<file path="src/rtl/fifo_arb_pkg.sv">
// Shared types and defaults for the FIFO write/read arbiter.
// The state enum doubles as the command currently driven to the FIFO.
package fifo_arb_pkg;

  typedef enum logic [1:0] {
    ST_IDLE  = 2'd0,
    ST_WR    = 2'd1,
    ST_RD    = 2'd2,
    ST_FLUSH = 2'd3
  } state_t;

  localparam int NREQ_DEF      = 4;
  localparam int DW_DEF        = 8;
  localparam int DEPTH_DEF     = 16;
  localparam int RD_STARVE_DEF = 4;

  // Index width that stays at least one bit for a single requester.
  function automatic int clog2_min1(input int n);
    return (n > 1) ? $clog2(n) : 1;
  endfunction

endpackage

</file>
<file path="src/rtl/fifo_arb_if.sv">
// Requester/consumer handshake and FIFO command bundle of the arbiter.
// master = requester/consumer side, slave = arbiter side.
interface fifo_arb_if
  import fifo_arb_pkg::*;
#(
  parameter int NREQ  = NREQ_DEF,
  parameter int DW    = DW_DEF,
  parameter int DEPTH = DEPTH_DEF
);

  logic [NREQ-1:0]       req;
  logic [NREQ*DW-1:0]    req_data;
  logic [NREQ-1:0]       gnt;
  logic                  rd_req;
  logic                  rd_gnt;
  logic                  flush;
  logic                  fifo_rst;
  logic                  fifo_wr;
  logic                  fifo_rd;
  logic [DW-1:0]         fifo_din;
  logic                  rd_valid;
  logic [$clog2(DEPTH):0] occ;

  modport master (
    output req, req_data, rd_req, flush,
    input  gnt, rd_gnt, fifo_rst, fifo_wr, fifo_rd, fifo_din, rd_valid, occ
  );

  modport slave (
    input  req, req_data, rd_req, flush,
    output gnt, rd_gnt, fifo_rst, fifo_wr, fifo_rd, fifo_din, rd_valid, occ
  );

endinterface

</file>
<file path="src/rtl/fifo_arb_rr_pick.sv">
// Combinational round-robin picker: first asserted request at or after
// i_ptr, scanning upward modulo NREQ.
module rr_pick
  import fifo_arb_pkg::*;
#(
  parameter int NREQ = NREQ_DEF,
  localparam int PW  = clog2_min1(NREQ),
  localparam int DWW = PW + 1
) (
  input  logic [NREQ-1:0] i_req,
  input  logic [PW-1:0]   i_ptr,
  output logic [NREQ-1:0] o_win,
  output logic            o_valid
);

  // Each requester's distance from the pointer; smallest asserted one wins.
  always_comb begin
    logic [DWW-1:0] v_best;
    logic [DWW-1:0] v_dist;
    o_win   = '0;
    o_valid = 1'b0;
    v_best  = '1;
    v_dist  = '0;
    for (int i = 0; i < NREQ; i++) begin
      if (i >= int'(i_ptr)) v_dist = DWW'(i - int'(i_ptr));
      else                  v_dist = DWW'(i + NREQ - int'(i_ptr));
      if (i_req[i] && (v_dist < v_best)) begin
        v_best   = v_dist;
        o_win    = '0;
        o_win[i] = 1'b1;
        o_valid  = 1'b1;
      end
    end
  end

endmodule

</file>
<file path="src/rtl/fifo_arb.sv">
// Arbitrates NREQ writers and one reader onto a single-port FIFO command
// bus, tracking occupancy so the FIFO never overflows or underflows.
//
//   state    | meaning
//   ---------+-------------------------------------------
//   ST_IDLE  | no command driven this cycle
//   ST_WR    | fifo_wr driven with fifo_din
//   ST_RD    | fifo_rd driven; rd_valid follows next cycle
//   ST_FLUSH | fifo_rst driven for one cycle
module fifo_arb
  import fifo_arb_pkg::*;
#(
  parameter int NREQ      = NREQ_DEF,
  parameter int DW        = DW_DEF,
  parameter int DEPTH     = DEPTH_DEF,
  parameter int RD_STARVE = RD_STARVE_DEF
) (
  input logic       clk,
  input logic       rst,
  fifo_arb_if.slave bus
);

  localparam int PW = clog2_min1(NREQ);
  localparam int OW = $clog2(DEPTH) + 1;
  localparam int SW = $clog2(RD_STARVE + 1);

  state_t          r_state;
  logic [OW-1:0]   r_occ;
  logic [PW-1:0]   r_ptr;
  logic [SW-1:0]   r_starve;
  logic [DW-1:0]   r_din;
  logic            r_rd_valid;
  logic            r_rst_hold;

  state_t          w_state_nxt;
  logic [OW-1:0]   w_occ_nxt;
  logic [PW-1:0]   w_ptr_nxt;
  logic [SW-1:0]   w_starve_nxt;
  logic [DW-1:0]   w_din_nxt;
  logic [NREQ-1:0] w_gnt;
  logic            w_rd_gnt;

  logic [NREQ-1:0] w_win;
  logic            w_win_vld;
  logic [PW-1:0]   w_win_idx;
  logic [DW-1:0]   w_win_data;
  logic            w_wr_elig;
  logic            w_rd_elig;
  logic            w_pick_wr;
  logic            w_pick_rd;

  rr_pick #(.NREQ(NREQ)) u_pick (
    .i_req   (bus.req),
    .i_ptr   (r_ptr),
    .o_win   (w_win),
    .o_valid (w_win_vld)
  );

  always_comb begin
    w_win_idx  = '0;
    w_win_data = '0;
    for (int i = 0; i < NREQ; i++) begin
      if (w_win[i]) begin
        w_win_idx  = PW'(i);
        w_win_data = bus.req_data[i*DW +: DW];
      end
    end
  end

  assign w_wr_elig = w_win_vld && (r_occ < OW'(DEPTH));
  assign w_rd_elig = bus.rd_req && (r_occ != '0);
  assign w_pick_rd = w_rd_elig && (!w_wr_elig || (r_starve == SW'(RD_STARVE)));
  assign w_pick_wr = w_wr_elig && !w_pick_rd;

  always_comb begin
    w_state_nxt  = ST_IDLE;
    w_occ_nxt    = r_occ;
    w_ptr_nxt    = r_ptr;
    w_starve_nxt = '0;
    w_din_nxt    = r_din;
    w_gnt        = '0;
    w_rd_gnt     = 1'b0;
    if (bus.flush) begin
      w_state_nxt = ST_FLUSH;
      w_occ_nxt   = '0;
      w_ptr_nxt   = '0;
    end else if (w_pick_rd) begin
      w_state_nxt = ST_RD;
      w_occ_nxt   = r_occ - OW'(1);
      w_rd_gnt    = 1'b1;
    end else if (w_pick_wr) begin
      w_state_nxt = ST_WR;
      w_occ_nxt   = r_occ + OW'(1);
      w_ptr_nxt   = (w_win_idx == PW'(NREQ - 1)) ? '0 : w_win_idx + PW'(1);
      w_din_nxt   = w_win_data;
      w_gnt       = w_win;
      // Count writes that bypassed an eligible read; saturate at the limit.
      if (w_rd_elig)
        w_starve_nxt = (r_starve == SW'(RD_STARVE)) ? r_starve : r_starve + SW'(1);
    end
  end

  always_ff @(posedge clk or negedge rst) begin
    if (!rst) begin
      r_state    <= ST_IDLE;
      r_occ      <= '0;
      r_ptr      <= '0;
      r_starve   <= '0;
      r_din      <= '0;
      r_rd_valid <= 1'b0;
      r_rst_hold <= 1'b1;
    end else begin
      r_state    <= w_state_nxt;
      r_occ      <= w_occ_nxt;
      r_ptr      <= w_ptr_nxt;
      r_starve   <= w_starve_nxt;
      r_din      <= w_din_nxt;
      r_rd_valid <= (r_state == ST_RD);
      r_rst_hold <= 1'b0;
    end
  end

  // Grants are combinational, so they are forced low while rst is asserted.
  assign bus.gnt      = rst ? w_gnt : '0;
  assign bus.rd_gnt   = rst & w_rd_gnt;
  assign bus.fifo_wr  = (r_state == ST_WR);
  assign bus.fifo_rd  = (r_state == ST_RD);
  assign bus.fifo_rst = r_rst_hold | (r_state == ST_FLUSH);
  assign bus.fifo_din = r_din;
  assign bus.rd_valid = r_rd_valid;
  assign bus.occ      = r_occ;

endmodule

</file>
<file path="src/flat_wrapper.sv">
// flat-port wrapper written by rule: the top's interface ports become plain ports
module fifo_arb_flat import fifo_arb_pkg::*;
#(
  parameter int NREQ      = NREQ_DEF,
  parameter int DW        = DW_DEF,
  parameter int DEPTH     = DEPTH_DEF,
  parameter int RD_STARVE = RD_STARVE_DEF
)
  (clk, rst, bus_req, bus_req_data, bus_rd_req, bus_flush, bus_gnt, bus_rd_gnt, bus_fifo_rst, bus_fifo_wr, bus_fifo_rd, bus_fifo_din, bus_rd_valid, bus_occ);
  fifo_arb_if #(.NREQ(NREQ), .DW(DW), .DEPTH(DEPTH)) bus_i ();
  input logic clk;
  input logic rst;
  input wire logic [$bits(bus_i.req)-1:0] bus_req;
  input wire logic [$bits(bus_i.req_data)-1:0] bus_req_data;
  input wire logic [$bits(bus_i.rd_req)-1:0] bus_rd_req;
  input wire logic [$bits(bus_i.flush)-1:0] bus_flush;
  output wire logic [$bits(bus_i.gnt)-1:0] bus_gnt;
  output wire logic [$bits(bus_i.rd_gnt)-1:0] bus_rd_gnt;
  output wire logic [$bits(bus_i.fifo_rst)-1:0] bus_fifo_rst;
  output wire logic [$bits(bus_i.fifo_wr)-1:0] bus_fifo_wr;
  output wire logic [$bits(bus_i.fifo_rd)-1:0] bus_fifo_rd;
  output wire logic [$bits(bus_i.fifo_din)-1:0] bus_fifo_din;
  output wire logic [$bits(bus_i.rd_valid)-1:0] bus_rd_valid;
  output wire logic [$bits(bus_i.occ)-1:0] bus_occ;
  assign bus_i.req = bus_req;
  assign bus_i.req_data = bus_req_data;
  assign bus_i.rd_req = bus_rd_req;
  assign bus_i.flush = bus_flush;
  assign bus_gnt = bus_i.gnt;
  assign bus_rd_gnt = bus_i.rd_gnt;
  assign bus_fifo_rst = bus_i.fifo_rst;
  assign bus_fifo_wr = bus_i.fifo_wr;
  assign bus_fifo_rd = bus_i.fifo_rd;
  assign bus_fifo_din = bus_i.fifo_din;
  assign bus_rd_valid = bus_i.rd_valid;
  assign bus_occ = bus_i.occ;
  fifo_arb #(.NREQ(NREQ), .DW(DW), .DEPTH(DEPTH), .RD_STARVE(RD_STARVE)) u_core (.clk(clk), .rst(rst), .bus(bus_i));
endmodule
</file>
<file path="config.mk">
export PLATFORM = sky130hd
export DESIGN_NAME = fifo_arb_flat
export DESIGN_NICKNAME = d
export VERILOG_FILES = /design/src/rtl/fifo_arb_pkg.sv /design/src/rtl/fifo_arb_if.sv /design/src/rtl/fifo_arb_rr_pick.sv /design/src/rtl/fifo_arb.sv /design/src/flat_wrapper.sv
export SDC_FILE = /design/constraint.sdc
export NUM_CORES = 1
export LEC_CHECK = 0
export ABC_AREA = 0
export ABC_CLOCK_PERIOD_IN_PS = 25000
export CAP_MARGIN = 20
export CORE_UTILIZATION = 49
export CTS_CLUSTER_SIZE = 24
export DETAILED_ROUTE_END_ITERATION = 8
export PLACE_DENSITY = 0.86
export SYNTH_ARGS = -nofsm -noshare
export SYNTH_HDL_FRONTEND = slang
export SYNTH_SLANG_ARGS = --single-unit
</file>
<file path="constraint.sdc">
create_clock -name clk -period 25 [get_ports clk]
set_input_delay 7.5 -clock clk [delete_from_list [all_inputs] [get_ports clk]]
set_output_delay 7.5 -clock clk [all_outputs]
set_load 0.02 [all_outputs]
</file>
# --- Word-level counts from Yosys, hierarchy flattened ---
# Cells that the tools add are included.
# Widths: inputs -> output; s select.
classes:
  mux: 42
  n_eq_ne: 7
  add_sub_neg: 11
  order_cmp: 8
  bitwise_logic: 4
  reduce_logical: 16
op_table:
  columns: ["op", "n"]
  rows:
  - ["$mux 3", 11]
  - ["$mux 8", 4]
  - ["$mux 4", 7]
  - ["$mux 2", 8]
  - ["$mux 5", 3]
  - ["$lt 3x3->1", 3]
  - ["$mux 1", 9]
  - ["$sub 3x2->3 const A", 3]
  - ["$logic_and 1x1->1", 8]
  - ["$eq 2x2->1 const B", 3]
  - ["$sub 1x2->3 const A", 2]
  - ["$sub 2x2->3 const A", 2]
  - ["$add 5x1->5 const B", 1]
  - ["$lt 5x5->1 const B", 1]
  - ["$ne 5x5->1 const B", 1]
  - ["$reduce_bool 5->1", 1]
  - ["$sub 5x1->5 const B", 1]
  - ["$ge 1x2->1 const A", 2]
  - ["$add 3x1->3 const B", 1]
  - ["$eq 3x3->1 const B", 1]
  - ["$lt 3x3->1 const B", 1]
  - ["$reduce_and 3->1", 1]
  - ["$reduce_bool 3->1", 1]
  - ["$add 2x1->2 const B", 1]
  - ["other kinds (10)", 12]
totals:
  regBits: 22
  inputBits: 40

# --- Logic depth before layout (Yosys ltp) ---
# Gate-level depths: netlist of run 1.
logic_depth:
  word_depth: 24
  ltp_mapped: 23
  mapped_depth_nobuf: 22

# --- Cells and area by module ---
# Synthesis of run 1 repeated with hierarchy kept, for this count alone.
unflattened:
  cells_unflattened: 219
  area_unflattened_um2: 1796.7
by_module_without_submodules:
  columns: ["mod", "instances", "seq_area_each_um2", "area_each_um2", "cells_per_inst"]
  rows:
  - ["fifo_arb", 1, 551.8, 1402.6, 165]
  - ["rr_pick", 1, 0.0, 394.1, 54]

# --- Least setup slack after synthesis of run 1 ---
# Ideal clock, no wire load.
synth_timing:
  path_type: "input-to-output"
  from: "in bus_req[0]"
  to: "out bus_gnt[1]"
  cell_stages: 19
  arrival_ps: 11661
  slack_ps: 5839
  required_time_ps: 17500
  path_cell_list: "ha_1 -> nand2b_1 -> o211ai_1 -> clkbuf_1 -> nand3_1 -> o21ai_0 -> ha_1 -> o21a_1 -> a21o_1 -> a21oi_2 -> nor2_1 -> a21oi_1 -> ha_1 -> nor2_1 -> a311o_1 -> o31ai_4 -> buf_6 -> nand4_1 -> nor3_1"
synth_between:
  elab_chain_cells: 21
synth_rtl:
  columns: ["item", "line", "source"]
  rows:
  - ["start, declared", "flat_wrapper.sv:13", "input wire logic [$bits(bus_i.req)-1:0] bus_req;"]
  - ["$logic_and 1x1->1 *", "fifo_arb_rr_pick.sv:27", "if (i_req[i] && (v_dist < v_best)) begin"]
  - ["$mux 3", "fifo_arb_rr_pick.sv:27", null]
  - ["$lt 3x3->1", "fifo_arb_rr_pick.sv:27", null]
  - ["$logic_and 1x1->1", "fifo_arb_rr_pick.sv:27", null]
  - ["$mux 3", "fifo_arb_rr_pick.sv:27", null]
  - ["$lt 3x3->1", "fifo_arb_rr_pick.sv:27", null]
  - ["$logic_and 1x1->1", "fifo_arb_rr_pick.sv:27", null]
  - ["$mux 3", "fifo_arb_rr_pick.sv:27", null]
  - ["[5 not listed]", null, null]
  - ["$logic_or 1x1->1", "fifo_arb.sv:72", "assign w_pick_rd = w_rd_elig && (!w_wr_elig || (r_starve == SW'(RD_STARVE)));"]
  - ["$logic_and 1x1->1", "fifo_arb.sv:72", null]
  - ["$logic_not 1->1", "fifo_arb.sv:73", "assign w_pick_wr = w_wr_elig && !w_pick_rd;"]
  - ["$logic_and 1x1->1", "fifo_arb.sv:73", null]
  - ["$mux 4", "fifo_arb.sv:91", "end else if (w_pick_wr) begin"]
  - ["$mux 4 *", "fifo_arb.sv:87", "end else if (w_pick_rd) begin"]
  - ["$mux 4 *", "fifo_arb.sv:83", "if (bus.flush) begin"]
  - ["$mux 4 *", "fifo_arb.sv:124", "assign bus.gnt = rst ? w_gnt : '0;"]
  - ["end, declared", "flat_wrapper.sv:17", "output wire logic [$bits(bus_i.gnt)-1:0] bus_gnt;"]
# Every way passes the cells marked *; elsewhere a longest branch is shown, timed or not.

# --- Worst setup path after layout of run 1 ---
# Same ends and word-level chain as after synthesis.

==> results of run 1 <==
## worst max-delay path: cells and delay by family
family / cells / cell delay [ns]
AO/OA/AOI/OAI: 8 / 2.52
buffers and inverters: 3 / 1.59
adder cells (fa/ha/maj): 3 / 0.97
AND/OR/NAND/NOR: 6 / 0.79
## per-layer routing
layer,wire length (µm),global-route usage (%),vias up
li1,-,-,838
met1,1930,30.4,763
met2,2220,39.8,35
met3,127,1.66,6
met4,58,10.5,0
met5,0,0,-
## where the power goes
group          total (W)  switching [W]  internal (W)
clock          0.0000172      0.0000110    0.00000623
combinational   0.000149      0.0000770     0.0000716
sequential     0.0000554     0.00000952     0.0000458
## cell families after synthesis
group                    share of synthesized area (%)
flip-flops                                        31.6
adder cells (fa/ha/maj)                           9.74
multiplexers                                      12.6
buffers and inverters                             6.02
AO/OA/AOI/OAI                                     20.6
other                                            0.215
XOR/XNOR                                          1.50
AND/OR/NAND/NOR                                   17.7
## final timing paths
check | start | endpoint | slack (ns) | cells after the start
hold / removal | u_core.r_state[0]$_DFF_PN0_ | u_core.bus.rd_valid$_DFF_PN0_ | 0.47 | 1
max in group asynchronous | rst | u_core.r_rst_hold$_DFF_PN1_ | 17.17 | 2
min in group asynchronous | rst | u_core.bus.fifo_din[0]$_DFFE_PN0P_ | 7.53 | 2
setup reg to reg | u_core.r_ptr[1]$_DFFE_PN0P_ | u_core.bus.fifo_din[4]$_DFFE_PN0P_ | 19.59 | 21
setup / recovery | bus_req[0] | bus_gnt[1] | 4.10 | 20
hold reg to reg | u_core.r_state[0]$_DFF_PN0_ | u_core.bus.rd_valid$_DFF_PN0_ | 0.47 | 1
## flip-flops by register name, indices dropped and copies added (netlist names)
signal / cells
u_core.r_state: 2
u_core.bus.fifo_din: 8
u_core.r_starve: 3
u_core.bus.occ: 5
u_core.r_ptr: 2
u_core.r_rst_hold: 1
u_core.bus.rd_valid: 1
## cells in the final DEF (no fill, tap or decap), types with 2 or more instances in the layout
master and n:
a211oi_1 2, a21o_1 4, a21oi_1 9, a2bb2oi_1 3, a41oi_1 3, and2_1 3, buf_4 3, clkbuf_4 3
clkdlybuf4s50_1 61, dfrtp_1 21, ha_1 12, inv_1 20, mux2_2 8, mux2i_1 13, nand2_1 18, nand2b_1 3
nand3_1 4, nand3b_1 2, nand4_1 3, nor2_1 12, nor2b_1 4, nor3_1 5, nor4_1 3, o211ai_1 2
o21a_1 2, o21ai_0 13, o31a_1 2, o31ai_1 3, xnor2_1 3
## stage by stage
stage,power [W],std cells
6_report,0.000221,306
5_1_grt,0.000238,306
4_1_cts,0.000222,306
3_5_place_dp,0.000204,302
3_3_place_gp,0.000200,302
2_1_floorplan,0.000160,198
## area by class of cell
cell class	count	area [µm²]	area share, %
multi-input cells	150	1090	44.8
repair buffers	64	633	26.0
flip-flops and latches	22	552	22.7
inverters	20	75.1	3.08
well taps	46	57.6	2.37
clock buffers	4	26.3	1.08
==> impl_metrics.env, run 1 <==
export IMPL_fillers=284
export IMPL_synth_most_common_cell="dfrtp_1"
export IMPL_ys_flop_type="dfrtp_1"
export IMPL_antenna_cells=0
export IMPL_wire_per_inst_um=14.2
export IMPL_ys_seq_area_share_pct=31.6
export IMPL_critPathLaunchType="primary input"
export IMPL_grt_antenna_before_repair=0
export IMPL_slowest_delay_ns=0.74
export IMPL_nNetsFinal=314
export IMPL_synth_edf_count=0
export IMPL_syn_avg_cell_area_um2=8.82
export IMPL_clock_fmax_ghz=0.0478
export IMPL_fin_setup_tns_ns=0
export IMPL_area_delta_synth_final_pct=39.3
export IMPL_dieHeight_um=61.7
export IMPL_maxCapViolCount=0
export IMPL_fin_ws_ns=4.10
export IMPL_leakage_nw=1.09
export IMPL_worstSetupPathType="in2out"
export IMPL_crit_fanout=16
export IMPL_root_buffer="clkbuf_4"
export IMPL_clkLatencyLatePin_ns=0.31
export IMPL_cts_sinks=22
export IMPL_dp_slack_ns=4.17
export IMPL_grt_pass1_wl_um=6510
export IMPL_fin_crit_sh_pct=83.6
export IMPL_required_ns=17.50
export IMPL_synthDistinctLibCells=43
export IMPL_cts_setup_buffers=0
export IMPL_start_util_pct=51.9
export IMPL_place_gp_congestion=0.943
export IMPL_ys_warn_count=0
export IMPL_critPathMostFrequentCell="ha_1"
export IMPL_vias_per_cell=5.37
export IMPL_drtPass1Iterations=4
export IMPL_synth_top_area_share_pct=30.1
export IMPL_synth_common_cells="21 x dfrtp_1, 20 x inv_1, 18 x nand2_1"
export IMPL_cpMaxStageDelayCell="o31ai_4"
export IMPL_ant_nets=0
export IMPL_cp_end_kind="primary output"
export IMPL_synthCells=198
export IMPL_grt_use_total_pct=23.3
export IMPL_grt_pass1_vias=1507
export IMPL_cp_cell_sequence="clkdlybuf4s50_1 > ha_1 > nand2b_1 > o211ai_1 > buf_4 > nand3_1 > o21ai_0 > ha_1 > o21a_1 > a21o_1 > a21oi_2 > nor2_1 > a21oi_1 > ha_1 > nor2_1 > a311o_1 > o31ai_4 > nand4_1 > nor3_1 > clkdlybuf4s50_1"
export IMPL_clk_pin_slew_worst_paths_ns=0.12
export IMPL_synth_area_leaders="dfrtp_1 30%, ha_1 8.6%, mux2i_1 7.4%"
export IMPL_fin_area_um2=2430
export IMPL_dp_hpwl_um=3400
export IMPL_post_route_min_period_ns=20.90
export IMPL_hold_class="reg2reg"
export IMPL_fin_hold_ws_ns=0.470
export IMPL_drc=0
export IMPL_syn_num_nets=251
export IMPL_die_width_um=61.7
export IMPL_hold_violations=0
export IMPL_yosys_area_top_type="dfrtp_1"
export IMPL_vdd_drop_max_mv=0.0468
export IMPL_ys_ff_latch=22
export IMPL_rsz0062_at_grt="false"
export IMPL_die_area_um2=3810
export IMPL_synth_area_um2=1750
export IMPL_core_area_um2=3360
export IMPL_slew_headroom_pct=39.5
export IMPL_holdBufCountCts=0
export IMPL_worstMarginPinSlew_ns=0.899
export IMPL_clock_path_buffers=2
export IMPL_grt_max_degree=26
export IMPL_postCtsResizedCells=0
export IMPL_row_count=21
export IMPL_overflow=0
export IMPL_fin_skew_ns=0.00910
export IMPL_num_vias=1642
export IMPL_final_layout_size_suffix_gt1_share_pct=6.92
export IMPL_status="finished, final reports clean"
export IMPL_portBuffers=61
export IMPL_powerDensity_nw_per_um2=90.9
export IMPL_cts_tree="done"
export IMPL_finalMaxSlewViolations=0
export IMPL_fin_util_pct=72.4
export IMPL_setup_violations=0
export IMPL_cts_buffers=3
export IMPL_synthArstFlopShare_pct=100
export IMPL_place_area_um2=2410
export IMPL_htreeDepth=1
export IMPL_drt_total_wl_um=4330
export IMPL_drt_iter0_drc=69
export IMPL_critPathArrivalTime_ns=13.40
export IMPL_ioPinCount=62
Note: power is estimated with default switching activity, not from simulation.
==> run 2: changes to the inputs <==
--- a/config.mk
+++ b/config.mk
@@ -6,12 +6,12 @@
 export NUM_CORES = 1
 export LEC_CHECK = 0
 export ABC_AREA = 0
-export ABC_CLOCK_PERIOD_IN_PS = 25000
+export ABC_CLOCK_PERIOD_IN_PS = 21300
 export CAP_MARGIN = 20
-export CORE_UTILIZATION = 49
+export CORE_UTILIZATION = 45
 export CTS_CLUSTER_SIZE = 24
 export DETAILED_ROUTE_END_ITERATION = 8
-export PLACE_DENSITY = 0.86
+export PLACE_DENSITY = 0.8
 export SYNTH_ARGS = -nofsm -noshare
 export SYNTH_HDL_FRONTEND = slang
 export SYNTH_SLANG_ARGS = --single-unit
==> constraint.sdc (replaced) <==
create_clock -name clk -period 21.3 [get_ports clk]
set_input_delay 6.39 -clock clk [delete_from_list [all_inputs] [get_ports clk]]
set_output_delay 6.39 -clock clk [all_outputs]
set_load 0.02 [all_outputs]
==> impl_metrics.env, run 2 (synthesis gave the netlist of run 1 again) <==
export IMPL_cts_tree="done"
export IMPL_clock_path_buffers=2
export IMPL_largest_reg_flops=8
export IMPL_wire_per_inst_um=14.2
export IMPL_required_ns=14.91
export IMPL_grt_antenna_before_repair=0
export IMPL_ant_nets=0
export IMPL_hold_class="reg2reg"
export IMPL_root_buffer="clkbuf_8"
export IMPL_clkLatencyLatePin_ns=0.26
export IMPL_grt_max_degree=26
export IMPL_critPathLaunchType="primary input"
export IMPL_fin_ws_ns=2.88
export IMPL_rsz0062_at_grt="false"
export IMPL_final_layout_size_suffix_gt1_share_pct=7.28
export IMPL_cts_buffers=3
export IMPL_num_vias=1704
export IMPL_dieHeight_um=64.3
export IMPL_fin_crit_sh_pct=86.5
export IMPL_worstSetupPathType="in2out"
export IMPL_worstMarginPinSlew_ns=0.850
export IMPL_slowest_delay_ns=0.74
export IMPL_antenna_cells=0
export IMPL_dp_slack_ns=2.92
export IMPL_status="finished, final reports clean"
export IMPL_clk_pin_slew_worst_paths_ns=0.07
export IMPL_drtPass1Iterations=4
export IMPL_place_gp_congestion=0.890
export IMPL_leakage_nw=1.11
export IMPL_area_delta_synth_final_pct=41.0
export IMPL_fin_setup_tns_ns=0
export IMPL_fin_skew_ns=0.00331
export IMPL_nNetsFinal=315
export IMPL_portBuffers=61
export IMPL_powerDensity_nw_per_um2=109
export IMPL_post_route_min_period_ns=18.42
export IMPL_drt_iter0_drc=109
export IMPL_slew_headroom_pct=42.9
export IMPL_die_area_um2=4130
export IMPL_grt_pass1_wl_um=7290
export IMPL_vdd_drop_max_mv=0.0654
export IMPL_start_util_pct=47.4
export IMPL_cts_setup_buffers=0
export IMPL_p_total_w=0.000268
export IMPL_maxCapViolCount=0
export IMPL_finalMaxSlewViolations=0
export IMPL_hold_violations=0
export IMPL_row_count=22
export IMPL_drt_total_wl_um=4400
export IMPL_setup_violations=0
export IMPL_fin_hold_ws_ns=0.465
export IMPL_cp_end_kind="primary output"
export IMPL_core_area_um2=3690
export IMPL_vias_per_cell=5.51
export IMPL_final_cell_mix="61 x clkdlybuf4s50_1, 21 x dfrtp_1, 20 x inv_1"
export IMPL_cp_cell_sequence="clkdlybuf4s50_1 > ha_1 > nand2b_1 > o211ai_1 > nand3_1 > o21ai_0 > ha_1 > o21a_1 > a21o_1 > a21oi_2 > nor2_1 > a21oi_1 > ha_1 > nor2_1 > a311o_1 > o31ai_4 > nand4_1 > nor3_1 > clkdlybuf4s50_1"
export IMPL_cpMaxStageDelayCell="o31ai_4"
export IMPL_grt_pass1_vias=1645
export IMPL_overflow=0
export IMPL_clock_fmax_ghz=0.0543
export IMPL_htreeDepth=1
export IMPL_final_common_cell="clkdlybuf4s50_1"
export IMPL_cts_sinks=22
export IMPL_critPathMostFrequentCell="ha_1"
export IMPL_postCtsResizedCells=0
export IMPL_holdBufCountCts=0
export IMPL_dp_hpwl_um=3400
export IMPL_grt_use_total_pct=22.6
export IMPL_critPathArrivalTime_ns=12.03
export IMPL_crit_fanout=16
export IMPL_die_width_um=64.3
export IMPL_ioPinCount=62
export IMPL_drc=0
==> run 2: cell count changes in the layout (fill, tap and decap cells not counted), sizes merged <==
cell | previous run | this run
buf | 3 | 4
==> run 2: worst paths after layout <==
kind,endpoint,cells after the start,slack [ns],startpoint
min in group asynchronous,u_core.bus.fifo_din[3]$_DFFE_PN0P_,2,6.48,rst
min,u_core.bus.rd_valid$_DFF_PN0_,1,0.46,u_core.r_state[0]$_DFF_PN0_
max,bus_gnt[1],19,2.88,bus_req[0]
max reg2reg,u_core.bus.fifo_din[0]$_DFFE_PN0P_,20,16.08,u_core.r_ptr[1]$_DFFE_PN0P_
max in group asynchronous,u_core.r_rst_hold$_DFF_PN1_,2,14.53,rst
min reg2reg,u_core.bus.rd_valid$_DFF_PN0_,1,0.46,u_core.r_state[0]$_DFF_PN0_
==> run 2: per-stage QoR <==
step / instance area, µm² / utilization, % / cells
detailed placement: 2420 / 65.5 / 305
CTS: 2460 / 66.8 / 309
global route: 2460 / 66.8 / 309
finish: 2460 / 66.8 / 309
floorplan: 1750 / - / 198
global placement: 2420 / 65.5 / 305
==> run 2: where the power goes <==
part	internal (W)	total [W]	switching, W	leakage (nW)
logic	0.0000856	0.000176	0.0000903	0.807
registers	0.0000539	0.0000654	0.0000115	0.276
clock network	0.0000134	0.0000268	0.0000134	0.0228
==> run 2: critical path: cells and delay by family <==
kind            cells  cell delay (ns)
buf+inv             2             1.32
simple gates        6             0.78
fa+ha+maj           3             1.00
compound gates      8             2.54
==> run 2: routing by layer <==
metal | vias up | wire, µm | GRT usage, % | part of all wire, %
met5 | - | 0 | 0 | 0
met4 | 0 | 38 | 7.78 | 0.86
met1 | 814 | 1890 | 28.7 | 43
met3 | 4 | 207 | 3.75 | 4.7
met2 | 45 | 2270 | 38.6 | 52
li1 | 841 | - | - | -
==> run 2: layout make-up <==
cell class	count	area, µm²
inverter	20	75.1
tap	48	60.1
clock buffer	4	45.0
multi-input combinational	150	1090
fill	313	1230
sequential	22	552
timing repair buffer	65	641
==> run 3: changes to the inputs <==
--- a/config.mk
+++ b/config.mk
@@ -11,6 +11,7 @@
 export CORE_UTILIZATION = 45
 export CTS_CLUSTER_SIZE = 24
 export DETAILED_ROUTE_END_ITERATION = 8
+export GPL_TIMING_DRIVEN = 0
 export PLACE_DENSITY = 0.8
 export SYNTH_ARGS = -nofsm -noshare
 export SYNTH_HDL_FRONTEND = slang
==> impl_metrics.env, run 3 (synthesis gave the netlist of run 1 again) <==
export IMPL_worst_path_buf_inv=4
export IMPL_critPathLaunchType="primary input"
export IMPL_wl_met2_um=2260
export IMPL_critPathArrivalTime_ns=12.28
export IMPL_clock_path_buffers=2
export IMPL_postCtsResizedCells=0
export IMPL_hold_class="reg2reg"
export IMPL_row_count=22
export IMPL_grt_antenna_before_repair=0
export IMPL_drt_iter0_drc=75
export IMPL_status="finished, final reports clean"
export IMPL_worstSetupPathType="in2out"
export IMPL_grt_use_total_pct=22.2
export IMPL_portBuffers=60
export IMPL_area_delta_synth_final_pct=42.0
export IMPL_ff2ff_setup_slack_ns=15.63
export IMPL_finalMaxSlewViolations=0
export IMPL_final_common_cell="clkdlybuf4s50_1"
export IMPL_grt_pass1_wl_um=7260
export IMPL_dp_cells=306
export IMPL_cp_end_kind="primary output"
export IMPL_cts_tree="done"
export IMPL_maxCapViolCount=0
export IMPL_vias_per_cell=5.48
export IMPL_place_area_um2=2410
export IMPL_fin_crit_sh_pct=87.7
export IMPL_die_width_um=64.3
export IMPL_worstMarginPinSlew_ns=0.918
export IMPL_cts_buffers=3
export IMPL_critPathMostFrequentCell="ha_1"
export IMPL_fin_area_um2=2480
export IMPL_wire_per_inst_um=14.5
export IMPL_slowest_delay_ns=0.63
export IMPL_start_util_pct=47.4
export IMPL_post_route_min_period_ns=18.67
export IMPL_num_vias=1703
export IMPL_vdd_drop_max_mv=0.0832
export IMPL_antenna_cells=0
export IMPL_die_area_um2=4130
export IMPL_nNetsFinal=317
export IMPL_clock_fmax_ghz=0.0536
export IMPL_grt_max_degree=26
export IMPL_required_ns=14.91
export IMPL_drc=0
export IMPL_overflow=0
export IMPL_cp_cell_sequence="clkdlybuf4s50_1 > ha_1 > nand2b_1 > o211ai_1 > clkbuf_1 > nand3_1 > o21ai_0 > ha_1 > o21a_1 > a21o_1 > a21oi_2 > nor2_1 > a21oi_1 > ha_1 > nor2_1 > a311o_1 > o31ai_4 > buf_6 > nand4_1 > nor3_1 > clkdlybuf4s50_1"
export IMPL_slew_headroom_pct=38.3
export IMPL_hold_violations=0
export IMPL_dieHeight_um=64.3
export IMPL_final_layout_size_suffix_gt1_share_pct=6.46
export IMPL_leakage_nw=1.11
export IMPL_place_gp_congestion=0.924
export IMPL_clkLatencyLatePin_ns=0.26
export IMPL_drt_total_wl_um=4530
export IMPL_met1_length_um=1990
export IMPL_holdBufCountCts=0
export IMPL_highest_layer="met4"
export IMPL_largest_reg_flops=8
export IMPL_crit_family="compound AO/OA/AOI/OAI gates"
export IMPL_crit_fanout=10
export IMPL_final_cell_mix="60 x clkdlybuf4s50_1, 21 x dfrtp_1, 20 x inv_1"
export IMPL_grt_pass1_vias=1602
export IMPL_core_area_um2=3690
export IMPL_cpMaxStageDelayCell="clkdlybuf4s50_1"
export IMPL_fin_setup_tns_ns=0
export IMPL_dp_hpwl_um=3300
export IMPL_wl_met3_um=224
export IMPL_fin_hold_ws_ns=0.459
export IMPL_clk_pin_slew_worst_paths_ns=0.07
export IMPL_drtPass1Iterations=4
export IMPL_powerDensity_nw_per_um2=109
export IMPL_ioPinCount=62
export IMPL_final_cells=311
export IMPL_setup_violations=0
export IMPL_root_buffer="clkbuf_8"
export IMPL_cts_sinks=22
export IMPL_rsz0062_at_grt="false"
export IMPL_cts_setup_buffers=0
export IMPL_ant_nets=0
export IMPL_fin_skew_ns=0.00954
export IMPL_htreeDepth=1
==> run 3: cell types whose count changed in the layout (fill, tap and decap cells not counted), sizes merged <==
cell,previous run,this run
clkdlybuf4s50,61,60
clkbuf,4,9
buf,4,2
==> run 3: through the flow <==
stage | setup WS, ns | total power (W) | utilization [%]
floorplan | 4.36 | 0.000188 | -
global placement | 2.78 | 0.000239 | 65.3
detailed placement | 2.67 | 0.000242 | 65.3
CTS | 2.63 | 0.000270 | 66.5
global route | 2.22 | 0.000290 | 67.2
finish | 2.63 | 0.000270 | 67.2
==> run 3: cell type report <==
class / instances / area (µm²)
well taps: 48 / 60.1
flip-flops and latches: 22 / 552
inverters: 20 / 75.1
plain buffers: 6 / 30.0
clock buffers: 4 / 45.0
multi-input cells: 150 / 1090
repair buffers: 61 / 628
fillers: 305 / 1210
==> run 3: worst register-to-register path: cells and delay by family (launching register included) <==
kind                       cells  cell delay, ns
and+or+nand+nor                5            0.55
adders and majority gates      4            1.03
AOI/OAI and AO/OA             10            2.70
buffers and inverters          3            0.82
DFF                            1            0.50
==> run 3: power breakdown <==
| group | internal [W] | switching (W) | total, W |
|---|---|---|---|
| clock | 0.0000133 | 0.0000131 | 0.0000264 |
| sequential | 0.0000539 | 0.0000112 | 0.0000651 |
| combinational | 0.0000864 | 0.0000924 | 0.000179 |
==> run 3: worst paths after layout <==
path	from	end	cells after the start
worst min-delay path	u_core.r_state[0]$_DFF_PN0_	u_core.bus.rd_valid$_DFF_PN0_	1
worst max-delay path	bus_req[0]	bus_gnt[1]	21
min in group asynchronous	rst	u_core.bus.fifo_din[2]$_DFFE_PN0P_	1
worst min register to register	u_core.r_state[0]$_DFF_PN0_	u_core.bus.rd_valid$_DFF_PN0_	1
max in group asynchronous	rst	u_core.r_rst_hold$_DFF_PN1_	2
worst max register to register	u_core.r_ptr[1]$_DFFE_PN0P_	u_core.bus.fifo_din[7]$_DFFE_PN0P_	22
==> run 3: routing by layer <==
metal  track usage [%]  vias up
li1                  -      845
met1              28.1      806
met2              38.3       46
met3              2.86        6
met4              8.33        0
met5                 0        -
==> edit: new RTL, flow settings as in run 3 <==
Set the package constant `DEPTH_DEF` to 8 (it was 16).
--- a/src/rtl/fifo_arb_pkg.sv
+++ b/src/rtl/fifo_arb_pkg.sv
@@ -11,7 +11,7 @@
 
   localparam int NREQ_DEF      = 4;
   localparam int DW_DEF        = 8;
-  localparam int DEPTH_DEF     = 16;
+  localparam int DEPTH_DEF     = 8;
   localparam int RD_STARVE_DEF = 4;
 
   // Index width that stays at least one bit for a single requester.
Interface: changed (resized bus_occ); port bits go from 62 to 61. The function was not compared with the original's and may differ.
==> edit against run 3 <==
  * Cell area down 9.0%
  * Wire length down 8.3%
  * Non-clock buffer count unchanged
  * Power down 8.5%
  * Worst setup slack better by 0.51 ns
  * Sequential cell count down 1
  * Combinational power down 10%
  * Synthesized area down 12%
  * Via count down 9.9%
  * Critical path type unchanged
  * Critical endpoint is now bus_gnt[3]
==> edit: results (changes against run 3) <==
initial detailed-routing violation count: 79 (+5.3%)
leading cell types by total area after synthesis: sky130_fd_sc_hd__dfrtp_1 (32%), sky130_fd_sc_hd__ha_1 (8.9%), sky130_fd_sc_hd__mux2i_1 (6.5%), sky130_fd_sc_hd__nor2_1 (4.9%), sky130_fd_sc_hd__a22o_1 (4.5%)
RR Endpoint: u_core.bus.occ[3]
fraction of layout instances using a drive strength above 1: 5.15% (-1.3 points)
leak pwr: 1.01 nW (-9.0%)
number of placed cells counting well taps: 271 (-11%)
met3 WL post-DR: 144 um (-36%)
sequential-to-total area share from yosys stat: 34.2% (+2.6 points)
clock input transition at the sequential cells of the worst setup and hold paths: 0.13 ns (+0.06 ns)
Fill cells: 257 (-16%)
power density over the cells: 110 mW/mm^2 (+0.52%)
average footprint of a synthesized cell: 9.23 sq um (+4.6%)
worst-case headroom to the max-slew limit: 33.9% (-4.4 points)
number of distinct standard cells referenced by the synthesized netlist: 46 (+7.0%)
overall routing resource usage: 24.6% (+2.3 points)
worst setup path endpoint: bus_gnt[3]
outcome: finished, final reports clean
power share of the clock group: 8.2% (-1.6 points)
Layout Cells excl Fill: 277 (-11%)
met1 wire length: 1870 um (-6.2%)
met2 global-route usage: 40.2% (+1.9 points)
internal cell power: 0.000136 W (-11%)
global placement routability congestion: 0.832 (-10%)
Worst VDD drop: 0.0000555 V (-33%)
total vias in the final route: 1,535 (-9.9%)
number of cell instances on the worst register-to-register path: 25 (+14%)
==> edit: cell types whose count changed in the layout (fill, tap and decap cells not counted), moves of 4 or more <==
| cell | before | now |
|---|---|---|
| sky130_fd_sc_hd__a21oi_1 | 9 | 4 |
| sky130_fd_sc_hd__a22o_1 | 0 | 8 |
| sky130_fd_sc_hd__a31oi_1 | 1 | 9 |
| sky130_fd_sc_hd__and3_1 | 0 | 4 |
| sky130_fd_sc_hd__inv_1 | 20 | 5 |
| sky130_fd_sc_hd__mux2_2 | 8 | 0 |
| sky130_fd_sc_hd__nand2_1 | 18 | 13 |
| sky130_fd_sc_hd__nor2_1 | 12 | 20 |
| sky130_fd_sc_hd__o21ai_0 | 13 | 3 |
==> edit: kinds of logic (layout without fill, tap and decap cells) <==
kind of cell	count (synthesis)	count (layout)	share of synthesized area (%)
and+or+nand+nor	65	65	21.3
AOI/OAI and AO/OA	45	45	22.9
DFF	21	21	34.2
adders and majority gates	12	12	10.2
muxes	10	10	6.49
buffers and inverters	10	76	3.00
xor gates and xnor gates	3	3	1.70
other	1	1	0.243
==> edit: per-stage QoR <==
step                cell area (sq um)  utilization [%]  setup slack (ns)
finish                           2260             71.6              3.14
global route                     2260             71.6              2.62
CTS                              2220             70.6              3.08
detailed placement               2200             69.7              3.10
global placement                 2200             69.7              3.24
floorplan                        1540                -              4.88
==> edit: cell type report <==
class / instances / area (sq um) / area share, %
clock inverters: 1 / 5.00 / 0.222
plain buffers: 5 / 27.5 / 1.22
clock buffers: 3 / 22.5 / 0.998
multi-input cells: 136 / 968 / 42.9
repair buffers: 62 / 633 / 28.0
well taps: 44 / 55.1 / 2.44
inverters: 5 / 18.8 / 0.831
flip-flops and latches: 21 / 527 / 23.3
